## src/rtl/cpu_ctrl_seq.sv

```systemverilog
// Control sequencer for the 16-bit register-file/ALU datapath.
// Fetches 32-bit instructions over req/ack, decodes them and steps the datapath through EXEC/WB.
module cpu_ctrl_seq #(
    parameter int unsigned DATA_WIDTH = 16,
    parameter int unsigned NUM_REGS   = 8,
    parameter int unsigned ADDR_WIDTH = $clog2(NUM_REGS),
    parameter int unsigned PC_WIDTH   = 8
) (
    input  logic                  clk,
    input  logic                  reset,
    input  logic                  start,
    output logic                  imem_req,
    output logic [PC_WIDTH-1:0]   imem_addr,
    input  logic                  imem_ack,
    input  logic [31:0]           imem_data,
    output logic                  reg_write_enable,
    output logic [ADDR_WIDTH-1:0] reg_read_addr1,
    output logic [ADDR_WIDTH-1:0] reg_read_addr2,
    output logic [ADDR_WIDTH-1:0] reg_write_addr,
    output logic [DATA_WIDTH-1:0] reg_write_data,
    output logic [3:0]            alu_comm,
    output logic                  alu_mode,
    output logic                  alu_cin,
    output logic                  b_source_sel,
    output logic [DATA_WIDTH-1:0] alu_b_imm,
    input  logic [DATA_WIDTH-1:0] alu_result,
    input  logic                  alu_cout,
    output logic [PC_WIDTH-1:0]   pc,
    output logic                  flag_z,
    output logic                  flag_c,
    output logic                  busy,
    output logic                  halted
);

    typedef enum logic [2:0] {
        S_IDLE, S_FETCH, S_DECODE, S_EXEC, S_WB, S_HALT
    } state_t;

    localparam logic [1:0] OP_RR   = 2'b00;
    localparam logic [1:0] OP_RI   = 2'b01;
    localparam logic [1:0] OP_LDI  = 2'b10;
    localparam logic [1:0] SUB_JMP = 2'b00;
    localparam logic [1:0] SUB_JZ  = 2'b01;
    localparam logic [1:0] SUB_JC  = 2'b10;

    state_t                state, nxt_state;
    logic [PC_WIDTH-1:0]   nxt_pc;
    logic                  nxt_flag_z, nxt_flag_c;
    logic [DATA_WIDTH-1:0] result, nxt_result;

    // Decoded instruction register
    logic [1:0]            ir_op, nxt_ir_op;
    logic [3:0]            ir_comm, nxt_ir_comm;
    logic                  ir_mode, nxt_ir_mode;
    logic                  ir_cin, nxt_ir_cin;
    logic [ADDR_WIDTH-1:0] ir_rd, nxt_ir_rd;
    logic [ADDR_WIDTH-1:0] ir_rs1, nxt_ir_rs1;
    logic [ADDR_WIDTH-1:0] ir_rs2, nxt_ir_rs2;
    logic [15:0]           ir_imm, nxt_ir_imm;

    logic                  nxt_imem_req, nxt_we, nxt_alu_mode, nxt_alu_cin, nxt_b_sel;
    logic [PC_WIDTH-1:0]   nxt_imem_addr;
    logic [ADDR_WIDTH-1:0] nxt_raddr1, nxt_raddr2, nxt_waddr;
    logic [DATA_WIDTH-1:0] nxt_wdata, nxt_b_imm;
    logic [3:0]            nxt_alu_comm;
    logic                  nxt_busy, nxt_halted;
    logic                  taken, exec_alu;

    // Instruction bits [17:16] carry no field
    logic unused_imem_bits;
    assign unused_imem_bits = ^imem_data[17:16];

    always_comb begin
        nxt_state   = state;
        nxt_pc      = pc;
        nxt_flag_z  = flag_z;
        nxt_flag_c  = flag_c;
        nxt_result  = result;
        nxt_ir_op   = ir_op;
        nxt_ir_comm = ir_comm;
        nxt_ir_mode = ir_mode;
        nxt_ir_cin  = ir_cin;
        nxt_ir_rd   = ir_rd;
        nxt_ir_rs1  = ir_rs1;
        nxt_ir_rs2  = ir_rs2;
        nxt_ir_imm  = ir_imm;
        taken       = 1'b0;

        case (state)
            S_IDLE: begin
                if (start) begin
                    nxt_state = S_FETCH;
                    nxt_pc    = '0;
                end
            end
            S_FETCH: begin
                if (imem_ack) begin
                    nxt_ir_op   = imem_data[31:30];
                    nxt_ir_comm = imem_data[29:26];
                    nxt_ir_mode = imem_data[25];
                    nxt_ir_cin  = imem_data[24];
                    nxt_ir_rd   = ADDR_WIDTH'(imem_data[23:21]);
                    nxt_ir_rs1  = ADDR_WIDTH'(imem_data[20:18]);
                    nxt_ir_rs2  = ADDR_WIDTH'(imem_data[2:0]);
                    nxt_ir_imm  = imem_data[15:0];
                    nxt_state   = S_DECODE;
                end
            end
            S_DECODE: nxt_state = S_EXEC;
            S_EXEC: begin
                case (ir_op)
                    OP_RR, OP_RI: begin
                        nxt_result = alu_result;
                        nxt_flag_z = (alu_result == '0);
                        nxt_flag_c = alu_cout;
                        nxt_pc     = pc + PC_WIDTH'(1);
                        nxt_state  = S_WB;
                    end
                    OP_LDI: begin
                        nxt_result = DATA_WIDTH'(ir_imm);
                        nxt_pc     = pc + PC_WIDTH'(1);
                        nxt_state  = S_WB;
                    end
                    default: begin
                        case (ir_comm[3:2])
                            SUB_JMP: taken = 1'b1;
                            SUB_JZ:  taken = flag_z;
                            SUB_JC:  taken = flag_c;
                            default: taken = 1'b0;
                        endcase
                        if (ir_comm[3:2] == 2'b11) begin
                            nxt_state = S_HALT;
                        end else begin
                            nxt_pc    = taken ? PC_WIDTH'(ir_imm) : pc + PC_WIDTH'(1);
                            nxt_state = S_FETCH;
                        end
                    end
                endcase
            end
            S_WB: nxt_state = S_FETCH;
            S_HALT: begin
                if (start) begin
                    nxt_state  = S_FETCH;
                    nxt_pc     = '0;
                    nxt_flag_z = 1'b0;
                    nxt_flag_c = 1'b0;
                end
            end
            default: nxt_state = S_IDLE;
        endcase

        // Output values for the coming state, registered below
        exec_alu      = (nxt_state == S_EXEC) && ((nxt_ir_op == OP_RR) || (nxt_ir_op == OP_RI));
        nxt_imem_req  = (nxt_state == S_FETCH);
        nxt_imem_addr = nxt_imem_req ? nxt_pc : '0;
        nxt_raddr1    = ((nxt_state == S_DECODE) || (nxt_state == S_EXEC)) ? nxt_ir_rs1 : '0;
        nxt_raddr2    = ((nxt_state == S_DECODE) || (nxt_state == S_EXEC)) ? nxt_ir_rs2 : '0;
        nxt_we        = (nxt_state == S_WB);
        nxt_waddr     = nxt_we ? nxt_ir_rd : '0;
        nxt_wdata     = nxt_we ? nxt_result : '0;
        nxt_alu_comm  = exec_alu ? nxt_ir_comm : '0;
        nxt_alu_mode  = exec_alu & nxt_ir_mode;
        nxt_alu_cin   = exec_alu & nxt_ir_cin;
        nxt_b_sel     = exec_alu & (nxt_ir_op == OP_RI);
        nxt_b_imm     = exec_alu ? DATA_WIDTH'(nxt_ir_imm) : '0;
        nxt_busy      = (nxt_state == S_FETCH) || (nxt_state == S_DECODE) ||
                        (nxt_state == S_EXEC)  || (nxt_state == S_WB);
        nxt_halted    = (nxt_state == S_HALT);
    end

    always_ff @(posedge clk or negedge reset) begin
        if (!reset) begin
            state            <= S_IDLE;
            pc               <= '0;
            flag_z           <= 1'b0;
            flag_c           <= 1'b0;
            result           <= '0;
            ir_op            <= '0;
            ir_comm          <= '0;
            ir_mode          <= 1'b0;
            ir_cin           <= 1'b0;
            ir_rd            <= '0;
            ir_rs1           <= '0;
            ir_rs2           <= '0;
            ir_imm           <= '0;
            imem_req         <= 1'b0;
            imem_addr        <= '0;
            reg_write_enable <= 1'b0;
            reg_read_addr1   <= '0;
            reg_read_addr2   <= '0;
            reg_write_addr   <= '0;
            reg_write_data   <= '0;
            alu_comm         <= '0;
            alu_mode         <= 1'b0;
            alu_cin          <= 1'b0;
            b_source_sel     <= 1'b0;
            alu_b_imm        <= '0;
            busy             <= 1'b0;
            halted           <= 1'b0;
        end else begin
            state            <= nxt_state;
            pc               <= nxt_pc;
            flag_z           <= nxt_flag_z;
            flag_c           <= nxt_flag_c;
            result           <= nxt_result;
            ir_op            <= nxt_ir_op;
            ir_comm          <= nxt_ir_comm;
            ir_mode          <= nxt_ir_mode;
            ir_cin           <= nxt_ir_cin;
            ir_rd            <= nxt_ir_rd;
            ir_rs1           <= nxt_ir_rs1;
            ir_rs2           <= nxt_ir_rs2;
            ir_imm           <= nxt_ir_imm;
            imem_req         <= nxt_imem_req;
            imem_addr        <= nxt_imem_addr;
            reg_write_enable <= nxt_we;
            reg_read_addr1   <= nxt_raddr1;
            reg_read_addr2   <= nxt_raddr2;
            reg_write_addr   <= nxt_waddr;
            reg_write_data   <= nxt_wdata;
            alu_comm         <= nxt_alu_comm;
            alu_mode         <= nxt_alu_mode;
            alu_cin          <= nxt_alu_cin;
            b_source_sel     <= nxt_b_sel;
            alu_b_imm        <= nxt_b_imm;
            busy             <= nxt_busy;
            halted           <= nxt_halted;
        end
    end

endmodule

```

## config.mk

```make
export PLATFORM = sky130hd
export DESIGN_NAME = cpu_ctrl_seq
export DESIGN_NICKNAME = d
export VERILOG_FILES = /design/src/rtl/cpu_ctrl_seq.sv
export SDC_FILE = /design/constraint.sdc
export NUM_CORES = 1
export LEC_CHECK = 0
export CAP_MARGIN = 20
export CORE_MARGIN = 1
export CORE_UTILIZATION = 41
export CTS_CLUSTER_SIZE = 20
export DETAILED_ROUTE_END_ITERATION = 8
export PLACE_DENSITY = 0.7
export SLEW_MARGIN = 15
export SYNTH_ARGS = -nofsm -noshare
export SYNTH_HDL_FRONTEND = slang
export SYNTH_SLANG_ARGS = --single-unit
export TNS_END_PERCENT = 100
```

## constraint.sdc

```tcl
create_clock -name clk -period 2.49 [get_ports clk]
set_input_delay 0.498 -clock clk [delete_from_list [all_inputs] [get_ports clk]]
set_output_delay 0.498 -clock clk [all_outputs]
set_load 0.01 [all_outputs]
```

==> impl_metrics.env <==
export IMPL_n_antenna_cell=0
export IMPL_worst_setup_path_start_kind="register"
export IMPL_mappedNetlistArea_sq_um=4470
export IMPL_ys_flop_type="dfrtp_1"
export IMPL_switchingPower_mw=2.39
export IMPL_ys_ff_latch=106
export IMPL_fin_nets=592
export IMPL_fill_cells=949
export IMPL_dr_total_vias=3433
export IMPL_fin_crit_sh=0.828
export IMPL_rsz0062_at_grt="false"
export IMPL_ir_drop_mv=0.607
export IMPL_hold_viol_final=0
export IMPL_hold_ws_ps=98.2
export IMPL_tightest_slew_ps=765
export IMPL_grt_first_pass_wirelength_mm=17.1
export IMPL_yosysSeqAreaShare=0.594
export IMPL_synth_edf_count=0
export IMPL_grt_max_degree=49
export IMPL_cp_startpoint="state[1]"
export IMPL_synth_top_area_cell="dfrtp_1"
export IMPL_pwr_density_cell_nw_per_um2=1060
export IMPL_via_per_inst=5.06
export IMPL_synth_fp_nets=483
export IMPL_clockRootBuffer="clkbuf_8"
export IMPL_timing_fmax_mhz=485
export IMPL_wirelength_mm=10.6
export IMPL_period_needed_ps=2060
export IMPL_dieArea_sq_um=11300
export IMPL_p_leak_nw=2.70
export IMPL_cts_htree_levels=3
export IMPL_layout_common_cells="clkdlybuf4s50_1 (119), nand2_1 (114), dfrtp_1 (106)"
export IMPL_status="finished clean"
export IMPL_crit_required_ps=2790
export IMPL_antenna_found_initial=0
export IMPL_skew_ps=11.1
export IMPL_path_buf_inv=0
export IMPL_total_power_mw=6.27
export IMPL_cts_tree="done"
export IMPL_synth_area_per_cell_sq_um=10.4
export IMPL_cts_resized=0
export IMPL_hold_buffers=0
export IMPL_maxSlewViolCount=0
export IMPL_ys_async_sr_fraction=1.00
export IMPL_power_frac_comb=0.424
export IMPL_die_h_um=106
export IMPL_crit_slowest_cell="a211oi_1"
export IMPL_cp_max_fo=13
export IMPL_final_common_cell="clkdlybuf4s50_1"
export IMPL_cts_buffers_inserted=9
export IMPL_synth_area_top_cells="dfrtp_1 (59%), nand2_1 (9.6%), nor2b_4 (3.4%)"
export IMPL_hpwlAfterDp_mm=7.52
export IMPL_wl_met2_mm=4.99
export IMPL_endpoint_kind="register"
export IMPL_dr_wl_met3_um=772
export IMPL_met1_length_mm=4.61
export IMPL_numPortBuffers=120
export IMPL_intPower_mw=3.88
export IMPL_seqPwrFrac=0.421
export IMPL_finalSetupViolCount=0
export IMPL_start_util=0.427
export IMPL_drv_cap=0
export IMPL_gp_congestion=0.838
export IMPL_worst_skew_pair_late_latency_ps=370
export IMPL_grtUsageTotal=0.199
export IMPL_syn2layout_area_growth_pct=33.0
export IMPL_clock_sinks=106
export IMPL_r2r_worst_path_cells=5
export IMPL_firstDrtPassIters=4
export IMPL_top_layer="met4"
export IMPL_critPathMaxStageDelay_ps=690
export IMPL_clkTransAtPathRegs_ps=100
export IMPL_drive_gt1_frac=0.0939
export IMPL_synthCells=429
export IMPL_p_sw_frac=0.381
export IMPL_hp_class="in2async"
export IMPL_num_rows=37
export IMPL_ys_warn_count=0
export IMPL_critPathKind="reg2reg"
export IMPL_p_clk_frac=0.155
export IMPL_pin_count=123
export IMPL_final_util=0.568
export IMPL_crit_chain="and3b_1 -> a211oi_1 -> mux2i_1 -> o21ai_0 -> nor2b_1"
export IMPL_wire_per_inst_um=15.6
export IMPL_grt_pass1_vias=3421
export IMPL_first_iter_violations=116
export IMPL_reg2reg_from="state[1]"
export IMPL_crit_family="compound AO/OA/AOI/OAI gates"
export IMPL_clk_path_buf_depth=2
export IMPL_coreArea_sq_um=10500
export IMPL_antenna_left=0
export IMPL_ys_types=46
export IMPL_fin_setup_tns_ps=0
export IMPL_grt_ovfl_total=0
export IMPL_maxSlewHeadroom=0.487
export IMPL_arrival_ps=2360
export IMPL_cts_setup_buffers=0
export IMPL_r2r_slack_ps=430
export IMPL_r2r_end="imem_addr[0]"
export IMPL_die_w_um=106
export IMPL_synth_top_area_frac=0.594
export IMPL_drc=0
[power by group through the flow]
stage	Combinational [mW]	Sequential, mW	Clock (mW)
CTS	2.68	2.64	1.00
finish	2.66	2.64	0.973
floorplan	1.64	2.65	0
global placement	2.62	2.66	0
detailed placement	2.67	2.67	0
global route	2.93	2.72	1.07
[Yosys cell counts, drive strengths merged (2+ instances only)]
cell,count
nand3,6
nor2b,23
or3,4
dfrtp,106
o22ai,2
a32o,2
and2,7
nand2,114
o21ai,8
o211ai,2
clkbuf,17
nand4,3
buf,14
nor2,6
or3b,2
a211o,2
a21oi,34
nand2b,19
inv,6
a211oi,2
a31oi,4
and3,2
nor3,2
nor4,6
nand3b,19
and3b,2
a21o,4
[routing by layer]
layer / global-route usage / vias to the layer above
met5: 0 / -
met4: 0.0724 / 0
met1: 0.259 / 1646
li1: - / 1641
met2: 0.313 / 125
met3: 0.0582 / 21
[registers in the layout (all words and copies together) (netlist names), 2 cells and up]
signal	flops
ir_rs1	3
ir_rd	3
reg_read_addr1	3
ir_imm	16
imem_addr	8
alu_b_imm	16
ir_comm	4
ir_op	2
reg_write_addr	3
state	3
alu_comm	4
ir_rs2	3
reg_write_data	16
pc	8
reg_read_addr2	3
[how the worst max path moves through the flow]
stage,to,slack [ps],depth (start not counted)
floorplan,alu_b_imm[10],630,8
global placement,imem_addr[0],180,7
detailed placement,alu_comm[2],170,5
CTS,alu_comm[2],490,5
global route,imem_addr[0],260,5
finish,imem_addr[0],430,5
[kinds of logic after synthesis]
family,share of synthesized area
and+or+nand+nor,0.267
xor gates and xnor gates,0.00196
DFF,0.594
buffers and inverters,0.0398
adders and majority gates,0.00280
muxes,0.00224
AOI/OAI and AO/OA,0.0925
[cell type report]
class / instances / area [sq um] / share of cell area
Clock inverter: 6 / 52.6 / 0.00885
Clock buffer: 10 / 128 / 0.0215
Inverter: 6 / 22.5 / 0.00379
Multi-Input combinational cell: 286 / 1640 / 0.275
Tap cell: 136 / 170 / 0.0286
Sequential cell: 106 / 2650 / 0.447
Timing Repair Buffer: 129 / 1280 / 0.215
[stage by stage]
step / area (sq um) / std cells / worst slack, ps
2_1_floorplan: 4470 / 429 / 629
3_3_place_gp: 5760 / 663 / 181
3_5_place_dp: 5760 / 663 / 170
4_1_cts: 5940 / 679 / 486
5_1_grt: 5940 / 679 / 257
6_report: 5940 / 679 / 428
Note: power is estimated with default switching activity, not from simulation.
